==> src/rtl/cramer_pkg.sv <==
// Shared widths, FSM states and operand-pass selector for the Cramer's-rule sequencer.
package cramer_pkg;

  localparam int COEF_W = 12;
  localparam int DET_W  = 24;

  typedef enum logic [2:0] {
    IDLE,
    CALC_D,
    CALC_DX,
    CALC_DY,
    DONE
  } state_t;

  typedef enum logic [1:0] {
    PASS_D,
    PASS_DX,
    PASS_DY
  } pass_t;

endpackage

==> src/rtl/determinant.sv <==
// Combinational 2x2 determinant x1*y2 - x2*y1 on 12-bit two's-complement operands.
module determinant (
  input  logic [11:0] x1,
  input  logic [11:0] y1,
  input  logic [11:0] x2,
  input  logic [11:0] y2,
  output logic [23:0] det
);

  logic signed [23:0] p_main;
  logic signed [23:0] p_cross;

  assign p_main  = 24'($signed(x1)) * 24'($signed(y2));
  assign p_cross = 24'($signed(x2)) * 24'($signed(y1));
  assign det     = p_main - p_cross;

endmodule

==> src/rtl/cramer_solver_seq.sv <==
// Time-shares one determinant unit over three passes to produce D, Dx, Dy and a singular flag.
module cramer_solver_seq #(
  parameter int COEF_W        = cramer_pkg::COEF_W,
  parameter int DET_W         = cramer_pkg::DET_W,
  parameter bit SKIP_SINGULAR = 1'b1
) (
  input  logic                     clk,
  input  logic                     rst_n,
  input  logic                     in_valid,
  output logic                     in_ready,
  input  logic signed [COEF_W-1:0] a1,
  input  logic signed [COEF_W-1:0] b1,
  input  logic signed [COEF_W-1:0] c1,
  input  logic signed [COEF_W-1:0] a2,
  input  logic signed [COEF_W-1:0] b2,
  input  logic signed [COEF_W-1:0] c2,
  output logic                     out_valid,
  input  logic                     out_ready,
  output logic signed [DET_W-1:0]  d,
  output logic signed [DET_W-1:0]  dx,
  output logic signed [DET_W-1:0]  dy,
  output logic                     singular
);

  import cramer_pkg::*;

  state_t state, state_next;
  pass_t  pass;

  logic signed [COEF_W-1:0] op_a1, op_b1, op_c1, op_a2, op_b2, op_c2;
  logic [COEF_W-1:0] x1, y1, x2, y2;
  logic [DET_W-1:0]  det_raw;
  logic              det_zero;
  logic              accept;
  logic              release_out;

  assign in_ready    = (state == IDLE);
  assign out_valid   = (state == DONE);
  assign accept      = in_valid & in_ready;
  assign release_out = out_valid & out_ready;
  assign det_zero    = (det_raw == '0);

  always_ff @(posedge clk or negedge rst_n) begin
    if (!rst_n) begin
      state <= IDLE;
    end else begin
      state <= state_next;
    end
  end

  always_comb begin
    state_next = state;
    case (state)
      IDLE:    if (accept) state_next = CALC_D;
      CALC_D:  state_next = (SKIP_SINGULAR && det_zero) ? DONE : CALC_DX;
      CALC_DX: state_next = CALC_DY;
      CALC_DY: state_next = DONE;
      DONE:    if (release_out) state_next = IDLE;
      default: state_next = IDLE;
    endcase
  end

  // Coefficients are frozen at accept so the source may move on immediately.
  always_ff @(posedge clk or negedge rst_n) begin
    if (!rst_n) begin
      op_a1 <= '0;
      op_b1 <= '0;
      op_c1 <= '0;
      op_a2 <= '0;
      op_b2 <= '0;
      op_c2 <= '0;
    end else if (accept) begin
      op_a1 <= a1;
      op_b1 <= b1;
      op_c1 <= c1;
      op_a2 <= a2;
      op_b2 <= b2;
      op_c2 <= c2;
    end
  end

  always_comb begin
    pass = PASS_D;
    case (state)
      CALC_DX: pass = PASS_DX;
      CALC_DY: pass = PASS_DY;
      default: pass = PASS_D;
    endcase
  end

  // Dx replaces the x column with c, Dy replaces the y column with c.
  always_comb begin
    x1 = op_a1;
    y1 = op_b1;
    x2 = op_a2;
    y2 = op_b2;
    case (pass)
      PASS_DX: begin
        x1 = op_c1;
        x2 = op_c2;
      end
      PASS_DY: begin
        y1 = op_c1;
        y2 = op_c2;
      end
      default: ;
    endcase
  end

  determinant u_det (
    .x1  (x1),
    .y1  (y1),
    .x2  (x2),
    .y2  (y2),
    .det (det_raw)
  );

  always_ff @(posedge clk or negedge rst_n) begin
    if (!rst_n) begin
      d        <= '0;
      dx       <= '0;
      dy       <= '0;
      singular <= 1'b0;
    end else begin
      case (state)
        CALC_D: begin
          d        <= $signed(det_raw);
          singular <= det_zero;
          if (SKIP_SINGULAR && det_zero) begin
            dx <= '0;
            dy <= '0;
          end
        end
        CALC_DX: dx <= $signed(det_raw);
        CALC_DY: dy <= $signed(det_raw);
        default: ;
      endcase
    end
  end

endmodule

==> config.mk <==
export PLATFORM = sky130hd
export DESIGN_NAME = cramer_solver_seq
export DESIGN_NICKNAME = d
export VERILOG_FILES = /design/src/rtl/cramer_pkg.sv /design/src/rtl/determinant.sv /design/src/rtl/cramer_solver_seq.sv
export SDC_FILE = /design/constraint.sdc
export NUM_CORES = 1
export LEC_CHECK = 0
export BUFFER_PORTS_ARGS = -buffer_cell sky130_fd_sc_hd__clkbuf_2
export CAP_MARGIN = 20
export CORE_ASPECT_RATIO = 1.75
export CORE_MARGIN = 8
export CORE_UTILIZATION = 25
export DETAILED_ROUTE_END_ITERATION = 6
export HOLD_SLACK_MARGIN = 0.12
export PLACE_DENSITY_LB_ADDON = 0.25
export SLEW_MARGIN = 10
export SYNTH_ARGS = -nofsm -noshare
export SYNTH_HDL_FRONTEND = slang
export SYNTH_HIERARCHICAL = 1
export SYNTH_SLANG_ARGS = --single-unit
==> constraint.sdc <==
create_clock -name clk -period 8.9 [get_ports clk]
set_input_delay 0.445 -clock clk [delete_from_list [all_inputs] [get_ports clk]]
set_output_delay 0.445 -clock clk [all_outputs]
set_load 0.005 [all_outputs]
==> impl_metrics.ini <==
[status]
status = finished clean

[critical_path]
startpoint_type = register
regToRegStartpoint = state[2]$_DFFE_PN0P_
reg2reg_depth = 27
slowest_stage = fa_1
r2r_setup_slack_ns = 0.37
endpoint_kind = register
critical_path_class = reg -> reg
cp_common_cell = fa_1
worstReg2RegEnd = state[2]$_DFFE_PN0P_
worstPathMaxFanout = 12
crit_required_ns = 9.25
arrival_ns = 8.88
cp_slowest_stage_delay_ns = 0.72

[drt]
met3_length_um = 1590
via_count = 13002
wl_met1_um = 20800
route.met2.wl_um = 30300
highest_layer = met4
first_pass_iters = 5
detail_route.wl_per_cell_um = 18.1
post-route-drc-count = 0
drt_iter0_drc = 448
ant_nets = 0
viasPerCell = 4.32
drt_wl_total_um = 54600

[synthesis]
mappedNetlistNets = 2412
yosysSeqAreaShare_pct = 20.5
avgSynthCellArea_sq_um = 9.45
synthDistinctLibCells = 51
yosys_warnings = 6
syn-cell-area_sq_mm = 0.0181
synth_top_family_by_area = adder cells
synth_ff_type = dfrtp_1
synthArstFlopShare_pct = 100
synth_compound_area_share_pct = 4.13
synthAdderAreaFrac_pct = 42.1
synth-xor-area-share_pct = 1.89
syn_inst = 1917
synth_simple_gate_area_share_pct = 16.7
ys_seq_elements = 148
synth-edff-count = 0
muxShareOfSynthArea_pct = 4.53

[clocking]
cts_sinks = 148
cts_buffers = 17
clkTransAtPathRegs_ns = 0.07
h-tree-depth = 4
cts_tree = built
root_buffer = clkbuf_16
clkLatencyLatePin_ns = 0.47
clockBufferDepth = 2

[sta]
final.setup_skew_ns = 0.0147
finalHoldViolCount = 0
drv_slew = 0
setup_viol = 0
slew_headroom_pct = 26.9
tns_ns = 0
period_share_pct = 95.8
worst_pin_slew_ns = 1.10
period_minus_slack_ns = 8.53
max_freq_mhz = 117

[worst_hold_path]
min_path_type = in -> reg
worstHoldStart = c1[4]
hold_end = op_c1[4]$_DFFE_PN0P_
hold_depth = 2

[global_routing]
grt-ovfl-total = 0
antenna_found_initial = 1
grt_first_pass_wirelength_um = 86500
grt_max_degree = 81
grt_usage_pct = 13.9
grt_pass1_vias = 15162

[floorplan]
coreArea_sq_mm = 0.0717
dieHeight_um = 372
die_w_um = 219
fp.dieArea_sq_mm = 0.0816
pin_count = 151
initial_core_util_pct = 25.2
fp-row-count = 130

[final_layout]
drive_above_1_share_pct = 17.5
syn2layout_area_growth_pct = 15.8
fill_cells = 7524
antenna_cells = 0
finish.net_count = 2569

[placement]
io_buffers = 150
place_hpwl_um = 47300
gp_congestion = 0.862

[run]
drv_cap = 0
synth_stat cells, drive strengths merged, types with 2 or more instances:
library cell | number | area (sq um)
nand2 | 421 | 1580
inv | 378 | 1420
fa | 318 | 6370
and2 | 172 | 1080
dfrtp | 148 | 3700
ha | 101 | 1260
mux2 | 72 | 811
clkbuf | 64 | 240
o21ai | 58 | 328
xnor2 | 29 | 254
buf | 24 | 173
nor2b | 22 | 138
a21oi | 19 | 95.1
a21o | 13 | 97.6
xor2 | 10 | 87.6
nor2 | 9 | 33.8
nor3 | 7 | 46.3
nor4 | 6 | 37.5
nand2b | 5 | 31.3
a211oi | 4 | 35.0
a211o | 3 | 26.3
o211ai | 3 | 22.5
o21a | 3 | 22.5
o21bai | 3 | 22.5
o31ai | 3 | 22.5
a2111oi | 2 | 23.8
nand3 | 2 | 10.0
nor3b | 2 | 15.0
or2 | 2 | 12.5
how the worst max path moves through the flow:
| stage | endpoint | slack (ns) | depth (start not counted) | from |
|---|---|---|---|---|
| CTS | dy[15]$_DFFE_PN0P_ | 0.03 | 31 | state[2]$_DFFE_PN0P_ |
| global route | state[2]$_DFFE_PN0P_ | -0.009 | 27 | state[1]$_DFFE_PN0P_ |
| floorplan | dx[10]$_DFFE_PN0P_ | 0.80 | 31 | state[2]$_DFFE_PN0P_ |
| finish | state[2]$_DFFE_PN0P_ | 0.37 | 27 | state[2]$_DFFE_PN0P_ |
| detailed placement | dx[23]$_DFFE_PN0P_ | 0.03 | 31 | state[2]$_DFFE_PN0P_ |
| global placement | state[1]$_DFFE_PN0P_ | 0.11 | 31 | state[2]$_DFFE_PN0P_ |
cell type report:
| cell class | instances | area (sq um) | share of cell area (%) |
|---|---|---|---|
| timing repair buffer | 226 | 1430 | 6.80 |
| sequential | 148 | 3700 | 17.7 |
| inverter | 378 | 1420 | 6.77 |
| clock inverter | 14 | 181 | 0.865 |
| clock buffer | 18 | 429 | 2.05 |
| tap | 924 | 1160 | 5.51 |
| multi-input combinational | 1303 | 12700 | 60.3 |
layout by cell type, fill, tap and decap left out, types with 22 or more instances in the layout:
master	synthesis	routed
and2_1	172	170
dfrtp_1	148	148
inv_1	378	378
fa_1	318	316
ha_1	101	101
clkbuf_2	0	149
xnor2_1	29	29
nor2b_1	22	22
mux2_2	72	72
o21ai_0	37	36
buf_4	7	67
nand2_1	421	410
what timing repair did:
| action | in CTS | in global routing |
|---|---|---|
| setup buffers | 0 | 3 |
| resized for setup | 1 | 24 |
| endpoints found under the hold margin | 79 | 0 |
| pin swaps | 0 | 1 |
| cloned | 0 | 2 |
| endpoints found under the setup margin | 25 | 51 |
| hold buffers | 1 | 0 |
logic make-up after synthesis:
kind of cell,after synthesis
buffers and inverters,466
flip-flops,148
multiplexers,73
XOR/XNOR,39
AO/OA/AOI/OAI,117
adder cells (fa/ha/maj),419
AND/OR/NAND/NOR,655
metrics by stage:
stage | instance area (sq um) | util [%] | hold slack (ns) | std cells | worst slack [ns]
6_report | 21000 | 29.2 | 0.202 | 3011 | 0.370
2_1_floorplan | 18100 | - | 0.149 | 1917 | 0.798
3_3_place_gp | 20200 | 28.2 | 0.460 | 2973 | 0.114
4_1_cts | 20800 | 29.0 | 0.167 | 3006 | 0.0331
5_1_grt | 21000 | 29.2 | 0.188 | 3011 | -0.00863
3_5_place_dp | 20200 | 28.2 | 0.461 | 2973 | 0.0279
layer usage:
metal	up-vias	GRT usage (%)
li1	5988	-
met1	6655	15.0
met2	271	26.6
met3	88	1.86
met4	0	5.67
met5	-	0
sequential cells by signal (all words and copies together), names as in the netlist:
| name | cells |
|---|---|
| d | 24 |
| state | 3 |
| dy | 24 |
| op_b1 | 12 |
| dx | 24 |
| op_c2 | 12 |
| singular | 1 |
| op_b2 | 12 |
| op_a2 | 12 |
| op_c1 | 12 |
| op_a1 | 12 |
worst max-delay path: cells and delay by family (launching register included):
family | cells | cell delay (ns)
mux | 1 | 0.15
compound gates | 5 | 1.48
simple gates | 8 | 1.57
fa+ha+maj | 8 | 4.09
buf+inv | 5 | 0.61
flops | 1 | 0.47
Power is left out: the tool's default activity adds up to more than one toggle a clock period on the data nets, which glitch-free logic cannot reach.
